--- config.mk ---
export PLATFORM = sky130hd
export DESIGN_NAME = phy_tx_sched
export DESIGN_NICKNAME = d
export VERILOG_FILES = /design/src/rtl/phy_tx_sched.sv
export SDC_FILE = /design/constraint.sdc
export NUM_CORES = 1
export LEC_CHECK = 0
export BUFFER_PORTS_ARGS = -buffer_cell sky130_fd_sc_hd__buf_2
export CAP_MARGIN = 40
export CORE_ASPECT_RATIO = 0.5
export CORE_MARGIN = 3
export CORE_UTILIZATION = 43
export CTS_CLUSTER_DIAMETER = 60
export DETAILED_ROUTE_END_ITERATION = 16
export PLACE_DENSITY = 0.84
export SLEW_MARGIN = 0
export SYNTH_ARGS = -nofsm -noshare
export SYNTH_HDL_FRONTEND = slang
export SYNTH_SLANG_ARGS = --single-unit
--- constraint.sdc ---
create_clock -name clk_f -period 1.9 [get_ports clk_f]
set_input_delay 0 -clock clk_f [delete_from_list [all_inputs] [get_ports clk_f]]
set_output_delay 0 -clock clk_f [all_outputs]
set_load 0.01 [all_outputs]
--- src/rtl/phy_tx_sched.sv ---
// PHY transmit scheduler: COM training burst, round-robin payload arbitration, idle fill.
// Defining PHY_TX_SKP_INSERT_EN compiles in periodic SKP word insertion.
module phy_tx_sched #(
  parameter int TRAIN_WORDS  = 16,
  parameter int SKP_INTERVAL = 64
) (
  input  logic        clk_f,
  input  logic        reset,
  input  logic        link_en,
  input  logic [31:0] req0_data,
  input  logic [31:0] req1_data,
  input  logic        req0_valid,
  input  logic        req1_valid,
  output logic        req0_ready,
  output logic        req1_ready,
  output logic [31:0] data_out,
  output logic        valid_out,
  output logic [1:0]  grant,
  output logic [1:0]  state_out
);

  localparam logic [31:0] WORD_TRAIN = 32'hBCBC_BCBC;
  localparam logic [31:0] WORD_IDLE  = 32'h7C7C_7C7C;
  localparam logic [7:0]  TRAIN_LAST = 8'(TRAIN_WORDS - 1);

  if ((TRAIN_WORDS < 1) || (TRAIN_WORDS > 255)) begin : g_bad_train
    $error("phy_tx_sched: TRAIN_WORDS out of range 1..255");
  end
  if ((SKP_INTERVAL < 2) || (SKP_INTERVAL > 1023)) begin : g_bad_skp
    $error("phy_tx_sched: SKP_INTERVAL out of range 2..1023");
  end

`ifdef PHY_TX_SKP_INSERT_EN
  typedef enum logic [1:0] {
    ST_IDLE   = 2'd0,
    ST_TRAIN  = 2'd1,
    ST_ACTIVE = 2'd2,
    ST_SKP    = 2'd3
  } state_t;
  localparam logic [31:0] WORD_SKP = 32'h1C1C_1C1C;
  localparam logic [9:0]  SKP_LAST = 10'(SKP_INTERVAL - 1);
  logic [9:0] skp_cnt_r;
  logic [9:0] skp_cnt_nxt_s;
`else
  typedef enum logic [1:0] {
    ST_IDLE   = 2'd0,
    ST_TRAIN  = 2'd1,
    ST_ACTIVE = 2'd2
  } state_t;
`endif

  state_t      state_r, state_nxt_s;
  logic [7:0]  train_cnt_r, train_cnt_nxt_s;
  logic        last_r, last_nxt_s;     // 1: req1 was granted last, so req0 wins a tie
  logic [31:0] data_r, data_nxt_s;
  logic        valid_r, valid_nxt_s;
  logic        skp_due_s;
  logic        active_ok_s;
  logic        pick1_s;
  logic        acc0_s, acc1_s;

`ifdef PHY_TX_SKP_INSERT_EN
  assign skp_due_s = (state_r == ST_ACTIVE) && (skp_cnt_r == SKP_LAST);
`else
  assign skp_due_s = 1'b0;
`endif

  // Round-robin arbitration producing the combinational readies
  always_comb begin
    active_ok_s = link_en && (state_r == ST_ACTIVE) && !skp_due_s;
    pick1_s     = req1_valid && (!req0_valid || !last_r);
    acc1_s      = active_ok_s && pick1_s;
    acc0_s      = active_ok_s && req0_valid && !pick1_s;
  end

  assign req0_ready = acc0_s;
  assign req1_ready = acc1_s;
  assign grant      = {acc1_s, acc0_s};
  assign data_out   = data_r;
  assign valid_out  = valid_r;
  assign state_out  = state_r;

  // Next-state, counter and next-output-word decode
  always_comb begin
    state_nxt_s     = ST_IDLE;
    train_cnt_nxt_s = 8'd0;
    data_nxt_s      = 32'h0000_0000;
    valid_nxt_s     = 1'b0;
    last_nxt_s      = last_r;
`ifdef PHY_TX_SKP_INSERT_EN
    skp_cnt_nxt_s   = 10'd0;
`endif
    if (!link_en) begin
      state_nxt_s = ST_IDLE;
    end else begin
      case (state_r)
        ST_IDLE: begin
          state_nxt_s = ST_TRAIN;
          data_nxt_s  = WORD_TRAIN;
          valid_nxt_s = 1'b1;
        end
        ST_TRAIN: begin
          if (train_cnt_r == TRAIN_LAST) begin
            state_nxt_s = ST_ACTIVE;
            data_nxt_s  = WORD_IDLE;
            valid_nxt_s = 1'b0;
          end else begin
            state_nxt_s     = ST_TRAIN;
            train_cnt_nxt_s = train_cnt_r + 8'd1;
            data_nxt_s      = WORD_TRAIN;
            valid_nxt_s     = 1'b1;
          end
        end
        ST_ACTIVE: begin
          state_nxt_s = ST_ACTIVE;
          if (acc0_s) begin
            data_nxt_s  = req0_data;
            valid_nxt_s = 1'b1;
            last_nxt_s  = 1'b0;
          end else if (acc1_s) begin
            data_nxt_s  = req1_data;
            valid_nxt_s = 1'b1;
            last_nxt_s  = 1'b1;
          end else begin
            data_nxt_s  = WORD_IDLE;
            valid_nxt_s = 1'b0;
          end
`ifdef PHY_TX_SKP_INSERT_EN
          // SKP-due cycles never accept, so overriding the word loses nothing
          if (skp_due_s) begin
            state_nxt_s = ST_SKP;
            data_nxt_s  = WORD_SKP;
            valid_nxt_s = 1'b1;
          end else begin
            skp_cnt_nxt_s = skp_cnt_r + 10'd1;
          end
`endif
        end
`ifdef PHY_TX_SKP_INSERT_EN
        ST_SKP: begin
          state_nxt_s = ST_ACTIVE;
          data_nxt_s  = WORD_IDLE;
          valid_nxt_s = 1'b0;
        end
`endif
        default: begin
          state_nxt_s = ST_IDLE;
        end
      endcase
    end
  end

  // State, counters, arbitration pointer and registered output word
  always_ff @(posedge clk_f or negedge reset) begin
    if (!reset) begin
      state_r     <= ST_IDLE;
      train_cnt_r <= 8'd0;
      last_r      <= 1'b1;
      data_r      <= 32'h0000_0000;
      valid_r     <= 1'b0;
`ifdef PHY_TX_SKP_INSERT_EN
      skp_cnt_r   <= 10'd0;
`endif
    end else begin
      state_r     <= state_nxt_s;
      train_cnt_r <= train_cnt_nxt_s;
      last_r      <= last_nxt_s;
      data_r      <= data_nxt_s;
      valid_r     <= valid_nxt_s;
`ifdef PHY_TX_SKP_INSERT_EN
      skp_cnt_r   <= skp_cnt_nxt_s;
`endif
    end
  end

endmodule
======== After elaboration in Yosys (flattened, before gate mapping) ========
Cells that the tools add are included.
storage, ports and cells
  flip-flop bits (word level) ............. 44
  input bits .............................. 69
  output and inout bits ................... 39
  logic and storage cells ................. 39
cells by class
  $add $sub $neg .......................... 1
  eq/ne operators ......................... 3
  multiplexer cells ....................... 18
  reduce and logical (&&, ||, !) cells .... 12
operator list
  kind                   number
  $mux W32               4
  $pmux W32 S3           1
  $mux W8                3
  $add A8 B1 Y8 const B  1
  $eq A8 B4 Y1 const B   1
  $mux W1                6
  $pmux W2 S3            1
  $logic_and A1 B1 Y1    5
  $mux W2                2
  $logic_not A1 Y1       3
  $pmux W1 S3            1
  $reduce_and A3 Y1      1
  $eq A2 B1 Y1 const B   1
  $eq A2 B2 Y1 const B   1
  $logic_not A2 Y1       1
  $reduce_bool A2 Y1     1
  $logic_or A1 B1 Y1     1

======== Logic depth before layout (Yosys ltp) ========
  word-level depth ........................ 8
  mapped depth ............................ 7
  mapped depth without buffers ............ 4

======== Least setup slack after synthesis ========
Ideal clock, no wire load.
  path kind ............................... reg2reg
  start point ............................. register last_r
  end point ............................... register data_r[12], in the netlist data_out[12]
  library setup time ...................... 0.123 ns
  data arrival time ....................... 1.517 ns
  required time ........................... 1.777 ns
  path slack .............................. 0.260 ns
  cell stages (with the launch flop) ...... 6
  buffers on the path ..................... 2
  clock period less this slack ............ 1.640 ns
  cells stage by stage .................... dfstp_2 -> and2b_1 -> or3_1 -> buf_6 -> buf_6 -> o221a_1
on the way
  word-level cells in the longest chain between the ends .. 8
  elaborated cells on any way between the ends .. 10
  classes of those cells .................. mux (4); reduce/logical (6)
ends and longest elaborated chain
  what                                                            line     text
  start, declared                                                 54       logic last_r, last_nxt_s;
  start signal, assigned                                          167      last_r <= last_nxt_s;
  $logic_not A1 Y1 *                                              71       pick1_s = req1_valid && (!req0_valid || !last_r);
  $logic_or A1 B1 Y1 *                                            71
  $logic_and A1 B1 Y1 *                                           71
  $logic_and A1 B1 Y1 / $logic_not A1 Y1 (equally long branches)  72, 73
  $mux W32 / $logic_and A1 B1 Y1 (equally long branches)          120, 73
  $mux W32 *                                                      116      if (acc0_s) begin
  $pmux W32 S3 *                                                  96       case (state_r)
  $mux W32 *                                                      93       if (!link_en) begin
  via data_nxt_s[12]                                              55       logic [31:0] data_r, data_nxt_s;
  end signal, assigned                                            168      data_r <= data_nxt_s;
  end, declared                                                   55
The timed path passes the listed nets; every way through them passes the cells marked *.
A chain may end at the register's enable or synchronous reset.

======== Worst setup path in the final report ========
  start point ............................. register last_r
  end point ............................... output port req0_ready
on the way
  word-level cells in the longest chain between the ends .. 5
ends and longest elaborated chain
  what                 line  text
  $logic_not A1 Y1     71
  $logic_or A1 B1 Y1   71
  $logic_and A1 B1 Y1  71
  $logic_not A1 Y1     73    acc0_s = active_ok_s && req0_valid && !pick1_s;
  $logic_and A1 B1 Y1  73
  end, declared        14    output logic req0_ready,
Every way passes these cells.

==> results.ini <==
[layout]
final_core_utilization_pct = 77.1
post_route_cells_drive_above_1_share_pct = 43.2
regArea_mm2 = 0.00110
finish.net_count = 384
multi_input_comb_area_um2 = 669
fillers = 238
layout.cells.non_filler = 369
layout-area-overhead-vs-synth_pct = 66.6
num_antenna_cells = 0

[floorplan]
row_count = 16
full_die_area_mm2 = 0.00520
dieWidth_um = 99.1
design.portCount = 108
chipHeight_um = 52.5
start_util_pct = 46.3
core_region_area_mm2 = 0.00402

[clocking]
cts_buffers = 5
htree_levels = 2
tritoncts = built
max_buffers_root_to_sink = 2
clock-root-buffer = sky130_fd_sc_hd__clkbuf_8
cts_resized = 0
cts.hold.buffers_added = 52
insertion_delay_ns = 0.30
clkTransAtPathRegs_ns = 0.08
cts_num_sinks = 44
cts_setup_buffers = 0

[sta]
hold_violations = 0
maxSlewHeadroom_pct = 57.3
min_period_ns = 1.86
worst_clock_skew_ns = 0.00416
grt_setup_unrepaired = no
report.final.setup_viol = 0
setup_tns_ns = 0
peak_freq_mhz = 539
fin_crit_sh_pct = 97.6
worst_pin_slew_ns = 0.640
report.final.slew_viol_count = 0

[global_routing]
first_global_vias = 2082
track_usage_pct = 26.7
grt_first_pass_wirelength_um = 10600
grt_remaining_overflow = 0
grt_max_degree = 29
number_of_antenna_violations_at_the_first_check_in_global_routing = 0

[placement]
numPortBuffers = 107
post-place-cells = 307
gpl.final_weighted_congestion = 0.797
place_hpwl_um = 3860

[synthesis]
synth-warning-count = 0
avgSynthCellArea_um2 = 12.8
synth_area_mm2 = 0.00186
netlist.area_leader.share_pct = 57.8
synthDistinctLibCells = 36
synth.area.top_cells = sky130_fd_sc_hd__dfrtp_1 (58%), sky130_fd_sc_hd__o221a_1 (6.0%), sky130_fd_sc_hd__a22o_1 (3.8%)
post_synth_inst_count = 146
ys_ff_latch = 44
synth.net_count = 216
ys_seq_area_share_pct = 59.2
synth_largest_area_cell = sky130_fd_sc_hd__dfrtp_1

[critical_path]
worst_setup_path_start_kind = flip-flop
worst-setup-path-type = reg2out
worst-path-max-fanout = 14
crit_required_ns = 1.90
cp_data_arrival_time_ns = 1.86
endpoint_kind = output port

[worst_hold_path]
worst_min_delay_path_class = in2reg

[power]
max-vdd-ir-drop_uv = 401
seq_power_share_pct = 51.6
netSwitchingFraction_pct = 24.4
netSwitchingPower_mw = 0.460
power_frac_comb_pct = 16.0
cellInternalPower_mw = 1.43
power_per_cell_area_mw_per_mm2 = 609
totalPowerFinal_mw = 1.89
leakage_nw = 1.55
clockPowerShare_pct = 32.4

[run]
reported_max_cap_violation_count = 0

[detailed_routing]
drt.antenna.violating_nets = 0
detailroute.via_count = 2038
wire_per_inst_um = 18.8
drt-total-wl_um = 6920
detail_route.first_pass.iterations = 4
vias_per_cell = 5.52
drt_iter0_markers = 112
post-route-drc-count = 0

[run_status]
outcome = complete, no violations

[per-layer routing]
layer,GRT usage (%),up-vias,routed length (µm)
li1,-,897,-
met4,12.2,0,238
met3,5.18,22,363
met5,0,-,0
met1,30.0,1026,2610
met2,50.2,93,3710
[power groups by stage]
stage | clock [mW] | sequential (mW) | combinational, mW
2_1_floorplan | 0 | 1.01 | 0.0503
3_3_place_gp | 0 | 0.991 | 0.193
3_5_place_dp | 0 | 0.993 | 0.202
4_1_cts | 0.614 | 0.974 | 0.285
5_1_grt | 0.655 | 0.978 | 0.326
6_report | 0.613 | 0.975 | 0.302
[sequential cells by signal, summed over array words and instances, names as in the netlist]
name / count
state_out: 2
data_out: 32
train_cnt_r: 8
valid_out: 1
last_r: 1
[cell usage after synthesis]
master,count
sky130_fd_sc_hd__a21o_1,1
sky130_fd_sc_hd__a21oi_1,8
sky130_fd_sc_hd__a221o_1,4
sky130_fd_sc_hd__a22o_1,8
sky130_fd_sc_hd__a311oi_1,1
sky130_fd_sc_hd__and2b_1,1
sky130_fd_sc_hd__and3_1,1
sky130_fd_sc_hd__buf_2,3
sky130_fd_sc_hd__buf_4,2
sky130_fd_sc_hd__buf_6,3
sky130_fd_sc_hd__clkbuf_1,2
sky130_fd_sc_hd__dfrtp_1,43
sky130_fd_sc_hd__dfstp_2,1
sky130_fd_sc_hd__ha_1,1
sky130_fd_sc_hd__inv_1,4
sky130_fd_sc_hd__inv_2,1
sky130_fd_sc_hd__nand2_1,5
sky130_fd_sc_hd__nand2b_1,2
sky130_fd_sc_hd__nand3_1,3
sky130_fd_sc_hd__nand3b_1,2
sky130_fd_sc_hd__nand3b_4,1
sky130_fd_sc_hd__nand4_1,2
sky130_fd_sc_hd__nand4b_1,1
sky130_fd_sc_hd__nor2_1,5
sky130_fd_sc_hd__nor3_1,4
sky130_fd_sc_hd__nor3b_1,4
sky130_fd_sc_hd__nor3b_2,1
sky130_fd_sc_hd__nor4_2,1
sky130_fd_sc_hd__o21a_1,1
sky130_fd_sc_hd__o21ai_0,4
sky130_fd_sc_hd__o221a_1,10
sky130_fd_sc_hd__o221a_2,6
sky130_fd_sc_hd__o31ai_1,4
sky130_fd_sc_hd__or3_1,4
sky130_fd_sc_hd__xnor2_1,1
sky130_fd_sc_hd__xor2_1,1
[worst max-delay path: stages (launching register included)]
cell and delay [ns]:
sky130_fd_sc_hd__dfstp_2 0.54, sky130_fd_sc_hd__and2b_1 0.22, sky130_fd_sc_hd__or3_1 0.37, sky130_fd_sc_hd__inv_2 0.23, sky130_fd_sc_hd__buf_2 0.19
[placed cells by master, fill, tap and decap left out, types with 2 or more instances in the layout]
master / instances
sky130_fd_sc_hd__clkbuf_8: 6
sky130_fd_sc_hd__o221a_2: 6
sky130_fd_sc_hd__a22o_1: 8
sky130_fd_sc_hd__nand3_1: 3
sky130_fd_sc_hd__a21oi_1: 8
sky130_fd_sc_hd__buf_2: 107
sky130_fd_sc_hd__or3_1: 4
sky130_fd_sc_hd__nor2_1: 5
sky130_fd_sc_hd__dlygate4sd3_1: 54
sky130_fd_sc_hd__nand3b_1: 2
sky130_fd_sc_hd__buf_4: 10
sky130_fd_sc_hd__nor3_1: 4
sky130_fd_sc_hd__o31ai_1: 4
sky130_fd_sc_hd__nand2_1: 5
sky130_fd_sc_hd__nand4_1: 2
sky130_fd_sc_hd__o221a_1: 10
sky130_fd_sc_hd__inv_1: 4
sky130_fd_sc_hd__a221o_1: 4
sky130_fd_sc_hd__clkinv_2: 2
sky130_fd_sc_hd__nand2b_1: 2
sky130_fd_sc_hd__dfrtp_1: 43
sky130_fd_sc_hd__nor3b_1: 4
sky130_fd_sc_hd__o21ai_0: 4
[per-stage QoR]
step                cell area [µm²]  worst slack (ns)  hold WS [ns]
floorplan                      1860             0.260        -0.296
global placement               2470             0.235        0.0318
detailed placement             2470             0.181        0.0418
CTS                            3080            0.0903      0.000754
global route                   3100           0.00186        0.0158
finish                         3100            0.0449       0.00655
[area by class of cell]
type,instances,area share [%]
timing repair buffer,171,37.1
sequential,44,35.5
multi-input combinational,87,21.6
clock buffer,6,2.66
tap,54,2.18
inverter,5,0.605
clock inverter,2,0.323
[cells by family after synthesis]
group | count (synthesis) | share of synthesized area (%)
XOR/XNOR | 2 | 0.941
flip-flops | 44 | 59.2
AO/OA/AOI/OAI | 47 | 21.7
adder cells (fa/ha/maj) | 1 | 0.672
AND/OR/NAND/NOR | 37 | 12.6
buffers and inverters | 15 | 4.84
[final timing paths]
kind,startpoint,end,slack (ns),cells after the start
min,req1_data[29],data_out[29],0.007,2
min in group asynchronous,reset,train_cnt_r[4],0.29,2
min reg2reg,train_cnt_r[0],train_cnt_r[0],0.49,1
max in group asynchronous,reset,last_r,0.94,3
max reg2reg,last_r,data_out[5],0.14,4
max,last_r,req0_ready,0.04,4
(Power assumes the default switching activity.)
